--- config.mk ---
export PLATFORM = sky130hd
export DESIGN_NAME = i2c_tx_engine
export DESIGN_NICKNAME = d
export VERILOG_FILES = /design/src/rtl/i2c_tx_engine.sv
export SDC_FILE = /design/constraint.sdc
export NUM_CORES = 1
export LEC_CHECK = 0
export ABC_AREA = 0
export CORE_UTILIZATION = 25
export CTS_CLUSTER_SIZE = 12
export DETAILED_ROUTE_END_ITERATION = 8
export PLACE_DENSITY = 0.48
export SLEW_MARGIN = 20
export SYNTH_ARGS = -nofsm -noshare
export SYNTH_HDL_FRONTEND = slang
export SYNTH_SLANG_ARGS = --single-unit
--- constraint.sdc ---
create_clock -name clk -period 4 [get_ports clk]
set_input_delay 0.8 -clock clk [delete_from_list [all_inputs] [get_ports clk]]
set_output_delay 0.8 -clock clk [all_outputs]
set_load 0.01 [all_outputs]
--- src/rtl/i2c_tx_engine.sv ---
// i2c_tx_engine
//   Master-side I2C write engine. For each accepted request it emits START,
//   the 7-bit address with W=0, checks the ACK, sends byte_count data bytes
//   drained from the show-ahead TX FIFO (each followed by an ACK check),
//   then emits STOP and pulses done.
//
// Parameters
//   CLK_DIV    clk cycles per SCL quarter-period (2..4095); SCL = 4*CLK_DIV
//
// Optional feature
//   I2C_CLK_STRETCH_EN  when defined, the quarter counter holds in Q2 of
//                       every bit cell and in STOP Q1 while scl_in is low, so a
//                       target can stretch the clock. When undefined, scl_in is
//                       ignored and the bus timing is fixed.
//
// Ports
//   clk, reset                  clock; synchronous active-high reset
//   start_request               one-cycle pulse, accepted only while idle
//   address, byte_count         sampled on the accepting edge (0 = probe)
//   fifo_rd_data/_empty/_index  FIFO head byte, empty flag, read pointer
//   fifo_rd_request             pop request, held until the read pointer moves
//   sda_in, scl_in              synchronized pin levels
//   sda_oe, scl_oe              1 = pull the line low, 0 = release
//   busy, done                  transaction in flight / one-cycle end pulse
//   nack_error, underflow       sticky status, cleared by clear_error_request
//   dbg_state                   current FSM state (IDLE=0 ... DONE=8)
//
// Handshake: fifo_rd_request is a level request. The pop is complete once
// fifo_rd_index differs from the value captured with the head byte; until
// then the request stays high (the FIFO may defer the pop for a write).
module i2c_tx_engine #(
    parameter int unsigned CLK_DIV = 250
) (
    input  logic       clk,
    input  logic       reset,
    input  logic       start_request,
    input  logic [6:0] address,
    input  logic [4:0] byte_count,
    input  logic [7:0] fifo_rd_data,
    input  logic       fifo_empty,
    input  logic [3:0] fifo_rd_index,
    output logic       fifo_rd_request,
    input  logic       sda_in,
    input  logic       scl_in,
    output logic       sda_oe,
    output logic       scl_oe,
    output logic       busy,
    output logic       done,
    output logic       nack_error,
    output logic       underflow,
    input  logic       clear_error_request,
    output logic [3:0] dbg_state
);

    typedef enum logic [3:0] {
        S_IDLE, S_START, S_ADDR, S_ACK_A, S_LOAD, S_DATA, S_ACK_D, S_STOP, S_DONE
    } state_e;

    localparam logic [11:0] CNT_LAST = 12'(CLK_DIV - 1);

    state_e      state_q, state_d;
    logic [11:0] cnt_q, cnt_d;     // clk cycles within the current quarter
    logic [1:0]  qtr_q, qtr_d;     // quarter within the current cell
    logic [2:0]  bit_q, bit_d;     // bit cell within ADDR / DATA
    logic [7:0]  shift_q, shift_d;
    logic [4:0]  rem_q, rem_d;     // data bytes still to be loaded
    logic        ack_q, ack_d;     // sampled SDA of the ACK cell (1 = NACK)
    logic [3:0]  idx_q, idx_d;     // read pointer seen when the byte was captured
    logic        wait_q, wait_d;   // LOAD: byte captured, waiting for the pop
    logic        nack_q, nack_d;
    logic        udf_q, udf_d;

    logic bit_state, timed_state, hold, q_end, cell_end;

    assign bit_state   = (state_q == S_ADDR) || (state_q == S_ACK_A) ||
                         (state_q == S_DATA) || (state_q == S_ACK_D);
    assign timed_state = bit_state || (state_q == S_START) || (state_q == S_STOP);

`ifdef I2C_CLK_STRETCH_EN
    // Freeze only in the quarters where SCL has been released by us, so a
    // low scl_in there can only mean the target is stretching.
    assign hold = !scl_in && ((bit_state && qtr_q == 2'd2) ||
                              (state_q == S_STOP && qtr_q == 2'd1));
`else
    logic unused_scl_in;
    assign unused_scl_in = scl_in;
    assign hold = 1'b0;
`endif

    assign q_end    = timed_state && (cnt_q == CNT_LAST) && !hold;
    assign cell_end = q_end && (qtr_q == 2'd3);

    always_ff @(posedge clk) begin
        if (reset) begin
            state_q <= S_IDLE;
            cnt_q   <= '0;
            qtr_q   <= '0;
            bit_q   <= '0;
            shift_q <= '0;
            rem_q   <= '0;
            ack_q   <= 1'b0;
            idx_q   <= '0;
            wait_q  <= 1'b0;
            nack_q  <= 1'b0;
            udf_q   <= 1'b0;
        end else begin
            state_q <= state_d;
            cnt_q   <= cnt_d;
            qtr_q   <= qtr_d;
            bit_q   <= bit_d;
            shift_q <= shift_d;
            rem_q   <= rem_d;
            ack_q   <= ack_d;
            idx_q   <= idx_d;
            wait_q  <= wait_d;
            nack_q  <= nack_d;
            udf_q   <= udf_d;
        end
    end

    always_comb begin
        state_d         = state_q;
        cnt_d           = cnt_q;
        qtr_d           = qtr_q;
        bit_d           = bit_q;
        shift_d         = shift_q;
        rem_d           = rem_q;
        ack_d           = ack_q;
        idx_d           = idx_q;
        wait_d          = wait_q;
        nack_d          = nack_q;
        udf_d           = udf_q;
        scl_oe          = 1'b0;
        sda_oe          = 1'b0;
        fifo_rd_request = 1'b0;
        done            = 1'b0;

        // Clear first so that a set in the same cycle below takes priority.
        if (clear_error_request) begin
            nack_d = 1'b0;
            udf_d  = 1'b0;
        end

        if (timed_state && !hold) begin
            cnt_d = q_end ? 12'd0 : cnt_q + 12'd1;
        end
        if (q_end) begin
            qtr_d = qtr_q + 2'd1;
        end

        case (state_q)
            S_IDLE: begin
                if (start_request) begin
                    state_d = S_START;
                    rem_d   = byte_count;
                    shift_d = {address, 1'b0};
                end
            end
            S_START: begin
                sda_oe = qtr_q[1];
                if (cell_end) state_d = S_ADDR;
            end
            S_ADDR, S_DATA: begin
                scl_oe = !qtr_q[1];
                sda_oe = !shift_q[7];
                if (cell_end) begin
                    if (bit_q == 3'd7) begin
                        state_d = (state_q == S_ADDR) ? S_ACK_A : S_ACK_D;
                    end else begin
                        bit_d   = bit_q + 3'd1;
                        shift_d = {shift_q[6:0], 1'b0};
                    end
                end
            end
            S_ACK_A, S_ACK_D: begin
                scl_oe = !qtr_q[1];
                if (q_end && qtr_q == 2'd2) ack_d = sda_in;
                if (cell_end) begin
                    if (ack_q) begin
                        nack_d  = 1'b1;
                        state_d = S_STOP;
                    end else if (rem_q != 5'd0) begin
                        state_d = S_LOAD;
                    end else begin
                        state_d = S_STOP;
                    end
                end
            end
            S_LOAD: begin
                scl_oe = 1'b1;
                if (!wait_q) begin
                    if (fifo_empty) begin
                        udf_d   = 1'b1;
                        state_d = S_STOP;
                    end else begin
                        shift_d         = fifo_rd_data;
                        idx_d           = fifo_rd_index;
                        wait_d          = 1'b1;
                        fifo_rd_request = 1'b1;
                    end
                end else if (fifo_rd_index == idx_q) begin
                    fifo_rd_request = 1'b1;
                end else begin
                    wait_d  = 1'b0;
                    rem_d   = rem_q - 5'd1;
                    state_d = S_DATA;
                end
            end
            S_STOP: begin
                scl_oe = (qtr_q == 2'd0);
                sda_oe = !qtr_q[1];
                if (cell_end) state_d = S_DONE;
            end
            S_DONE: begin
                done    = 1'b1;
                state_d = S_IDLE;
            end
            default: state_d = S_IDLE;
        endcase

        // Every state starts with a fresh quarter counter and bit index.
        if (state_d != state_q) begin
            cnt_d = '0;
            qtr_d = '0;
            bit_d = '0;
        end
    end

    assign busy       = (state_q != S_IDLE);
    assign nack_error = nack_q;
    assign underflow  = udf_q;
    assign dbg_state  = state_q;

endmodule

### Word-level counts from Yosys, hierarchy flattened

Cells that the tools add are included.
Widths: inputs -> output; s select.

* word-level logic and storage cells: 103
* bits in registers: 42
* latch bits: 0
* output and inout bits: 11
* memories: 0
* ROM bits: 0
* memory bits (writable): 0
* input bits: 31

* magnitude comparators: 0
* div/mod/pow operators: 0
* shifts and indexed selects: 0
* equality and inequality tests: 21
* $add $sub $neg: 4
* muxes and demuxes: 39
* $mul: 0
* bitwise gates (word level): 3
* reductions and logical operators: 25

Operators with widths (number)
* $mux 8: 5
* $mux 4: 9
* $pmux 4 s6: 1
* $pmux 8 s3: 1
* $eq 4x3->1 const B: 4
* $mux 5: 3
* $ne 2x2->1 const B: 7
* $mux 1: 13
* $add 12x1->12 const B: 1
* $eq 12x8->1 const B: 1
* $mux 12: 1
* $pmux 5 s2: 1
* $eq 4x2->1 const B: 2
* $pmux 1 s3: 2
* $reduce_and 3->1: 2
* $reduce_and 6->1: 1
* $reduce_or 2->1: 3
* $logic_or 1x1->1: 5
* $reduce_bool 5->1: 1
* $sub 5x1->5 const B: 1
* $eq 2x2->1 const B: 2
* $eq 4x1->1 const B: 1
* $eq 4x4->1: 1
* $eq 4x4->1 const B: 1
* 17 further kinds: 23

### Logic depth before layout (Yosys ltp)

Gate-level depths: netlist of run 1.

* word-level depth: 12
* depth in mapped cells: 9
* mapped depth without buffers: 8

### Worst setup path before layout of run 1

OpenSTA, ideal clock, no wires.

* path kind: register to output
* start: reg state_q[1], in the netlist dbg_state[1]
* end: out scl_oe
* arrival: 1.767 ns
* stages on the path, launching flop included: 5
* slack: 1.433 ns
* path buffers: 2
* cell sequence: dfxtp_1 clkbuf_1 buf_1 o22ai_1 a2111oi_0

* word-level cells in the longest chain between the ends: 3
* elaborated cells between the ends (all ways): 8

Ends and longest elaborated chain
* start: declaration: RTL line 61 `state_e state_q, state_d;`
* start signal: assignment: RTL line 107 `state_q <= state_d;`
* $eq 4x2->1 or $eq 4x3->1 (tied branches): RTL line 151 `case (state_q)`
* $reduce_or 4->1 (no line)
* $pmux 1 s3 (*): RTL line 151
* end: declaration: RTL line 46 `output logic scl_oe,`

Mark *: on every way between the ends. The rest lies on a longest branch, timed or not.

### Worst setup path in the final report of run 1

* start: in fifo_rd_index[3]
* end: out fifo_rd_request

* word-level cells in the longest chain between the ends: 4

Ends and longest elaborated chain
* start: declaration: RTL line 41 `input logic [3:0] fifo_rd_index,`
* $eq 4x4->1: RTL line 201 `end else if (fifo_rd_index == idx_q) begin`
* $mux 1: RTL line 201
* $mux 1: RTL line 191 `if (!wait_q) begin`
* $mux 1: RTL line 151
* end: declaration: RTL line 42 `output logic fifo_rd_request,`

No other way between the ends.

==> results.yml, run 1 <==
outcome:
  outcome: "completed"
finish:
  regArea_um2: 841
  antenna_cells: 0
  fin_util_pct: 33.4
  syn2layout_area_growth_pct: 28.6
  final_area_um2: 3100
  nFillCells: 989
  fin_nets: 364
  multiInputGateArea_um2: 1460
  drive_gt1_share_pct: 7.67
critical_path:
  cp-startpoint: "fifo_rd_index[3]"
  path_cells: "clkdlybuf4s50_1 > xor2_1 > nor4_1 > a21oi_1 > nor2_1 > clkdlybuf4s50_1"
  r2r-start: "dbg_state[1]"
  critPathMaxFanout: 3
  end_kind: "output pin"
  required_ps: 3200
  critPathMaxStageDelay_ps: 550
  crit_type: "in -> out"
  crit_path_top_delay_cell: "clkdlybuf4s50_1"
  arrival_ps: 2780
  start_kind: "input pin"
  crit_top_cell: "clkdlybuf4s50_1"
synthesis:
  postSynthCellCount: 287
  yosys.area_share.simple_pct: 27.4
  syn-num-nets: 326
  synth-xor-area-share_pct: 5.81
  ys_ff_latch: 42
  synth_top_family_by_area: "simple AND/OR/NAND/NOR gates"
  yosysSeqAreaShare_pct: 34.9
  synth_edf_count: 0
  synth-async-reset-ratio_pct: 0
  synthesis.area_um2: 2410
  synthMuxAreaShare_pct: 3.79
  ys_warn_count: 0
  synth_compound_area_share_pct: 19.2
  synth_adder_area_share_pct: 4.15
  synth_cell_types: 55
  syn_avg_cell_area_um2: 8.41
  ys.flop_type: "dfxtp_1"
min_path:
  hold_path.class: "reg -> reg"
  worstHoldStart: "idx_q[0]"
sta:
  finalHoldViolCount: 0
  max_freq_mhz: 279
  grt_setup_unrepaired: "false"
  timing.final.crit_share_pct: 89.6
  maxSlewViolCount: 0
  tightest_slew_ps: 781
  skew_ps: 12.1
  hold_slack_ps: 472
  slew-limit-headroom_pct: 47.6
  finalCriticalPeriod_ps: 3580
  fin_setup_tns_ps: 0
  setup_viol: 0
global_route:
  grt-ovfl-total: 0
  grt_pass1_wl_um: 10100
  grt_max_degree: 26
  gr-usage-all-layers_pct: 12.4
  antenna_found_initial: 0
  first_global_vias: 2145
clock_tree:
  post-cts-setup-buffer-count: 0
  cts_buffers: 5
  clock-sinks: 42
  cts_tree: "yes"
  clkTransAtPathRegs_ps: 90
  clock_latency_ps: 290
  ctsRootBufferMaster: "clkbuf_8"
  ctsHoldBuffers: 0
  cts_buffer_depth: 2
  cts.htree.levels: 2
  cts_resized: 0
detailed_routing:
  viasPerCell: 4.83
  vias: 2199
  wl_per_cell_um: 13.1
  met1_length_um: 3000
  routed_wl_um: 5970
  drt-initial-drc-count: 96
  detail-route-antenna-nets: 0
  wl_met2_um: 2770
  dr.pass1.iters: 4
  top_layer: "met4"
  drc: 0
  dr_wl_met3_um: 160
placement:
  place.port_buffers: 40
  hpwl_um: 4230
  placed_area_um2: 2960
  routabilityCongestion: 0.743
floorplan:
  core_um2: 9280
  die_h_um: 100
  io_pins: 42
  die-area_um2: 10000
  start_util_pct: 26.0
  die_width_um: 100
  num_rows: 35
pwr:
  p_total_w: 0.000958
  p_leak_nw: 1.10
  ir_drop_mv: 0.117
  p_per_area_nw_per_um2: 309
job:
  cap_violations: 0
==> layout make-up <==
type	count	share of cell area (%)
Clock buffer	6	2.66
Clock inverter	2	1.94
Inverter	9	1.09
Multi-Input combinational cell	219	47.2
Sequential cell	42	27.1
Tap cell	129	5.20
Timing Repair Buffer	48	14.8
==> worst max-delay path: cells and delay by family <==
| kind | cells | cell delay [ps] |
|---|---|---|
| xor+xnor | 1 | 160 |
| buf+inv | 2 | 990 |
| compound gates | 1 | 230 |
| simple gates | 2 | 610 |
==> per-layer routing <==
metal | up-vias | global-route usage [%]
met5 | - | 0
met2 | 37 | 20.3
met4 | 0 | 3.12
met3 | 4 | 2.51
li1 | 1118 | -
met1 | 1040 | 16.7
==> cell usage in the layout, fill, tap and decap left out, types with 3 or more instances in the layout <==
master	n
a22oi_1	7
and2_1	3
a21oi_1	21
inv_1	9
nand3_1	12
o21ai_0	7
nand2b_1	5
and4_1	3
dfxtp_1	42
xnor2_1	5
nor2_1	32
a311oi_1	7
mux2i_1	8
nand2_1	24
xor2_1	11
nor3_1	16
buf_4	8
clkdlybuf4s50_1	40
nor2b_1	3
clkbuf_8	6
ha_1	8
nor4_1	3
nor3b_1	4
==> cells in the mapped netlist (4+ instances only) <==
master / number / area, µm²
nand2_1: 24 / 90.1
clkbuf_1: 10 / 37.5
a22oi_1: 7 / 52.6
nand2b_1: 5 / 31.3
dfxtp_1: 42 / 841
nand3_1: 12 / 60.1
nor3_1: 16 / 80.1
mux2i_1: 8 / 80.1
xnor2_1: 5 / 43.8
o21ai_0: 7 / 35.0
a21oi_1: 21 / 105
nor3b_1: 4 / 30.0
xor2_1: 11 / 96.3
a311oi_1: 7 / 61.3
inv_1: 9 / 33.8
nor2_1: 32 / 120
ha_1: 8 / 100
==> worst paths after layout <==
check,to,slack [ps],cells past startpoint
worst min-delay path,idx_q[0],470,2
worst max register to register,bit_q[0],1170,7
worst max-delay path,fifo_rd_request,420,6
worst min register to register,idx_q[0],470,2
==> where the power goes <==
group	switching [W]	leakage [nW]	internal (W)
Combinational	0.0000499	0.687	0.0000541
Sequential	0.00000830	0.341	0.000428
Clock	0.000151	0.0714	0.000266
Total	0.000209	1.10	0.000749
==> cells by family (layout without fill, tap and decap cells) <==
group	Yosys count	in the layout
muxes	9	9
DFF	42	42
AOI/OAI and AO/OA	64	64
adders and majority gates	8	8
xor gates and xnor gates	16	16
buffers and inverters	26	65
and+or+nand+nor	122	122
==> flip-flops by register name (all words and copies together) (netlist names) <==
register    flops
cnt_q          12
rem_q           5
underflow       1
bit_q           3
qtr_q           2
dbg_state       4
ack_q           1
nack_error      1
idx_q           4
shift_q         8
wait_q          1
==> per-stage QoR <==
stage               setup WS (ps)  cells
global placement              454    447
global route                  318    455
CTS                           435    455
finish                        415    455
detailed placement            446    447
floorplan                    1430    287
Power figures use the tool's default switching activity.
==> run 2, diff against run 1 <==
--- a/config.mk
+++ b/config.mk
@@ -6,10 +6,13 @@
 export NUM_CORES = 1
 export LEC_CHECK = 0
 export ABC_AREA = 0
+export CELL_PAD_IN_SITES_DETAIL_PLACEMENT = 1
+export CELL_PAD_IN_SITES_GLOBAL_PLACEMENT = 2
 export CORE_UTILIZATION = 25
 export CTS_CLUSTER_SIZE = 12
 export DETAILED_ROUTE_END_ITERATION = 8
-export PLACE_DENSITY = 0.48
+export DONT_BUFFER_PORTS = 1
+export PLACE_DENSITY = 0.6
 export SLEW_MARGIN = 20
 export SYNTH_ARGS = -nofsm -noshare
 export SYNTH_HDL_FRONTEND = slang
==> run 2 against run 1 <==
Effect of this change:
- core utilization is 4.6 points lower
- critical path depth is 3 lower
- fmax is 16% higher
- first-iteration DRC count is 29% lower
- clock-buffer cell count is 1 higher
- sequential power hardly changed
- cell count is 8.6% lower
- non-clock buffer count is 39 lower
- largest power group unchanged
==> results.yml, run 2 (synthesis results as in run 1) <==
clock_tree:
  clkTransAtPathRegs_ps: 90
  clock_latency_ps: 300
  cts.htree.levels: 2
  cts_resized: 0
  post-cts-setup-buffer-count: 0
  cts_buffers: 5
  cts_buffer_depth: 2
  cts_tree: "yes"
  ctsHoldBuffers: 0
  ctsRootBufferMaster: "clkbuf_8"
  clock-sinks: 42
sta:
  fin_setup_tns_ps: 0
  finalHoldViolCount: 0
  skew_ps: 9.72
  slew-limit-headroom_pct: 47.3
  timing.final.crit_share_pct: 77.4
  maxSlewViolCount: 0
  hold_slack_ps: 470
  grt_setup_unrepaired: "false"
  finalCriticalPeriod_ps: 3100
  max_freq_mhz: 323
  tightest_slew_ps: 788
  setup_viol: 0
detailed_routing:
  vias: 2103
  viasPerCell: 5.06
  drt-initial-drc-count: 68
  drc: 0
  dr.pass1.iters: 4
  wl_per_cell_um: 15.6
  routed_wl_um: 6470
  detail-route-antenna-nets: 0
placement:
  hpwl_um: 4650
  place.port_buffers: 0
  placed_area_um2: 2570
  routabilityCongestion: 0.700
finish:
  antenna_cells: 0
  largest_reg_flops: 12
  largestRegisters: "cnt_q: 12 flops, shift_q: 8 flops, rem_q: 5 flops"
  final_common_cell: "dfxtp_1"
  syn2layout_area_growth_pct: 10.8
  regMostFlops: "cnt_q"
  drive_gt1_share_pct: 8.36
  fin_nets: 325
  final_area_um2: 2670
  most-common-layout-cells: "42 x dfxtp_1, 32 x nor2_1, 24 x nand2_1"
critical_path:
  arrival_ps: 2300
  critPathMaxFanout: 19
  r2r-start: "qtr_q[1]"
  end_kind: "output pin"
  required_ps: 3200
  start_kind: "flop"
  crit_type: "reg -> out"
  cp-startpoint: "dbg_state[2]"
outcome:
  outcome: "completed"
pwr:
  ir_drop_mv: 0.108
  p_per_area_nw_per_um2: 316
  p_leak_nw: 0.936
floorplan:
  die_h_um: 100
  start_util_pct: 26.0
  die_width_um: 100
  num_rows: 35
  io_pins: 42
  core_um2: 9280
  die-area_um2: 10000
global_route:
  antenna_found_initial: 0
  grt_pass1_wl_um: 10800
  grt_max_degree: 27
  gr-usage-all-layers_pct: 13.5
  grt-ovfl-total: 0
  first_global_vias: 2064
job:
  cap_violations: 0
min_path:
  worstHoldStart: "idx_q[2]"
  hold_path.class: "reg -> reg"
-- run 2: cell type report --
cell class / instances / area [µm²]
Sequential cell: 42 / 841
Inverter: 9 / 33.8
Clock inverter: 1 / 30.0
Multi-Input combinational cell: 219 / 1460
Timing Repair Buffer: 9 / 67.6
Clock buffer: 7 / 76.3
Tap cell: 129 / 161
Fill cell: 1136 / 6610
-- run 2: power breakdown --
part	internal (W)	switching [W]
clock	0.000187	0.000154
sequential	0.000428	0.00000894
combinational	0.0000264	0.0000401
total	0.000642	0.000203
-- run 2: worst paths after layout --
| check | slack (ps) | to | cells past startpoint |
|---|---|---|---|
| min reg2reg | 470 | idx_q[2] | 2 |
| max reg2reg | 1250 | bit_q[1] | 7 |
| min | 470 | idx_q[2] | 2 |
| max | 900 | fifo_rd_request | 3 |
-- run 2: worst max-delay path: stages, from the launching register on --
cell and delay (ps):
dfxtp_1 840, inv_1 200, or4_1 680, nor2_1 280
-- run 2: metrics by stage --
step,setup WS (ps),util (%),total power (W),instances
finish,905,28.8,0.000845,416
floorplan,1430,-,0.000503,287
CTS,856,28.8,0.000857,416
global route,729,28.8,0.000886,416
detailed placement,1140,27.6,0.000514,408
global placement,1190,27.6,0.000514,408
-- run 2: layer usage --
| layer | vias to the layer above | global-route usage, % | part of all wire [%] |
|---|---|---|---|
| met5 | - | 0 | 0 |
| met1 | 1017 | 18.8 | 50 |
| met2 | 36 | 21.0 | 45 |
| met3 | 6 | 2.92 | 3.9 |
| li1 | 1044 | - | - |
| met4 | 0 | 4.01 | 1.1 |
==> run 3, diff against run 2 <==
--- a/config.mk
+++ b/config.mk
@@ -12,7 +12,7 @@
 export CTS_CLUSTER_SIZE = 12
 export DETAILED_ROUTE_END_ITERATION = 8
 export DONT_BUFFER_PORTS = 1
-export PLACE_DENSITY = 0.6
+export PLACE_DENSITY = 0.63
 export SLEW_MARGIN = 20
 export SYNTH_ARGS = -nofsm -noshare
 export SYNTH_HDL_FRONTEND = slang
==> constraint.sdc (replaced) <==
create_clock -name clk -period 2.5 [get_ports clk]
set_input_delay 0.5 -clock clk [delete_from_list [all_inputs] [get_ports clk]]
set_output_delay 0.5 -clock clk [all_outputs]
set_load 0.01 [all_outputs]
==> run 3 against run 2 <==
Effect of this change:
- cell count up 4.6%
- clock-buffer cell count is 2 lower
- register-to-register slack got worse by 1100 ps
- combinational power up 100%
- critical endpoint is now scl_oe
- global-route usage rose by 0.44 points
- clock power is 35% higher
- wire length grew 3.2%
- flip-flop and latch count unchanged
- setup slack lost 800 ps
- largest cell class unchanged
==> results.yml, run 3 (synthesis results as in run 1) <==
outcome:
  outcome: "completed"
clock_tree:
  clock-sinks: 42
  clkTransAtPathRegs_ps: 100
  cts_buffers: 5
  cts.htree.levels: 2
  ctsRootBufferMaster: "clkbuf_8"
  ctsHoldBuffers: 0
  clock_latency_ps: 300
  cts_buffer_depth: 2
  cts_tree: "yes"
sta:
  maxSlewViolCount: 0
  finalHoldViolCount: 0
  grt_setup_unrepaired: "false"
  fin_setup_tns_ps: 0
  max_freq_mhz: 417
  setup_ws_ps: 104
  timing.final.crit_share_pct: 95.8
  skew_ps: 14.8
  setup_viol: 0
  finalCriticalPeriod_ps: 2400
  tightest_slew_ps: 688
  slew-limit-headroom_pct: 53.7
finish:
  nFillCells: 1138
  regMostFlops: "cnt_q"
  fin_cells: 435
  antenna_cells: 0
  final_common_cell: "dfxtp_1"
  syn2layout_area_growth_pct: 18.3
  largest_reg_flops: 12
  largestRegisters: "cnt_q: 12 flops, shift_q: 8 flops, rem_q: 5 flops"
  fin_nets: 344
  drive_gt1_share_pct: 15.7
  most-common-layout-cells: "41 x dfxtp_1, 32 x nor2_1, 26 x buf_4"
critical_path:
  path_cells: "buf_4 > nand2b_1 > a21oi_1 > a2111oi_2 > buf_4 > buf_4"
  required_ps: 2000
  crit_top_cell: "buf_4"
  r2r-start: "qtr_q[0]"
  arrival_ps: 1900
  r2r_cells: 9
  reg2reg_to: "qtr_q[1]"
  cp.buffers_inverters: 3
  end_kind: "output pin"
  critPathMaxStageDelay_ps: 420
  cp_top_family: "buffers and inverters"
  start_kind: "flop"
  crit_type: "reg -> out"
  r2r_slack_ps: 190
  crit_path_top_delay_cell: "a2111oi_2"
  critPathMaxFanout: 21
detailed_routing:
  dr.pass1.iters: 5
  wl_per_cell_um: 15.3
  detail-route-antenna-nets: 0
  routed_wl_um: 6680
  viasPerCell: 5.08
  drt-initial-drc-count: 63
  drc: 0
  vias: 2211
pwr:
  swShare_pct: 27.0
  p_per_area_nw_per_um2: 453
  power.switching_w: 0.000350
  pwr-share-seq_pct: 53.9
  p_int_w: 0.000944
  clkPwrFrac_pct: 35.6
  ir_drop_mv: 0.176
  p_leak_nw: 1.08
  p_comb_share_pct: 10.4
min_path:
  worstHoldStart: "reset"
  holdPathEnd: "shift_q[2]"
  hold_path.class: "in -> reg"
  hold_depth: 1
job:
  cap_violations: 0
placement:
  dpl_worst_slack_ps: 172
  place.port_buffers: 0
  hpwl_um: 4820
  placedCellCount: 426
  routabilityCongestion: 0.762
global_route:
  grt_max_degree: 27
  grt-ovfl-total: 0
  gr-usage-all-layers_pct: 14.0
  first_global_vias: 2218
  antenna_found_initial: 0
  grt_pass1_wl_um: 11200
floorplan:
  die-area_um2: 10000
  io_pins: 42
  die_width_um: 100
  start_util_pct: 26.0
  core_um2: 9280
  die_h_um: 100
  num_rows: 35
[run 3: cell count changes in the layout (fill, tap and decap cells not counted), sizes merged]
cell / previous run / this run
o41ai: 1 / 2
clkinvlp: 0 / 1
clkbuf: 7 / 5
bufinv: 1 / 0
clkinv: 0 / 2
buf: 9 / 27
[run 3: how the worst max path moves through the flow]
stage	start	end	slack (ps)	cells after the start
2_1_floorplan	qtr_q[1]	bit_q[2]	170	8
3_3_place_gp	qtr_q[0]	shift_q[4]	180	8
3_5_place_dp	dbg_state[0]	scl_oe	170	6
4_1_cts	dbg_state[2]	fifo_rd_request	40	3
5_1_grt	qtr_q[0]	qtr_q[1]	20	9
6_report	dbg_state[0]	scl_oe	100	6
[run 3: worst register-to-register path: stages (launching register included)]
cell	delay [ps]
dfxtp_1	380
ha_1	160
or4b_4	470
nor4_4	220
buf_4	240
o311a_1	220
a2111oi_2	70
o211ai_4	200
buf_12	180
nor3_1	60
[run 3: layer usage]
metal,GRT usage (%),share of wire (%),up-vias
li1,-,-,1086
met1,18.4,48,1082
met2,23.2,47,38
met3,3.13,4.7,5
met4,3.34,0.69,0
met5,0,0,-
[run 3: metrics by stage]
step | hold slack (ps) | power, W | utilization (%) | cell area [µm²]
6_report | 260 | 0.00129 | 30.7 | 2850
5_1_grt | 240 | 0.00136 | 30.7 | 2850
4_1_cts | 246 | 0.00131 | 30.4 | 2820
3_5_place_dp | 462 | 0.000846 | 29.4 | 2730
3_3_place_gp | 447 | 0.000841 | 29.2 | 2710
2_1_floorplan | 448 | 0.000805 | - | 2410
[run 3: repair_timing]
| item | CTS | global route |
|---|---|---|
| pin swaps | 0 | 0 |
| cloned | 0 | 1 |
| setup endpoints to repair | 1 | 12 |
| resized for setup | 2 | 3 |
| buffers inserted | 0 | 0 |
[run 3: cell type report]
| class | instances | area, µm² | share of cell area [%] |
|---|---|---|---|
| multi-input combinational | 220 | 1510 | 53.0 |
| sequential | 42 | 842 | 29.5 |
| timing repair buffer | 27 | 215 | 7.54 |
| tap | 129 | 161 | 5.66 |
| clock buffer | 5 | 68.8 | 2.41 |
| inverter | 9 | 33.8 | 1.18 |
| clock inverter | 3 | 21.3 | 0.745 |
[run 3: power groups by stage]
stage	Sequential, W	Clock [W]	Combinational (W)
after detailed placement	0.000713	0	0.000133
after global routing	0.000701	0.000507	0.000151
after CTS	0.000698	0.000481	0.000133
final	0.000698	0.000461	0.000135
after floorplan	0.000710	0	0.0000945
after global placement	0.000713	0	0.000129
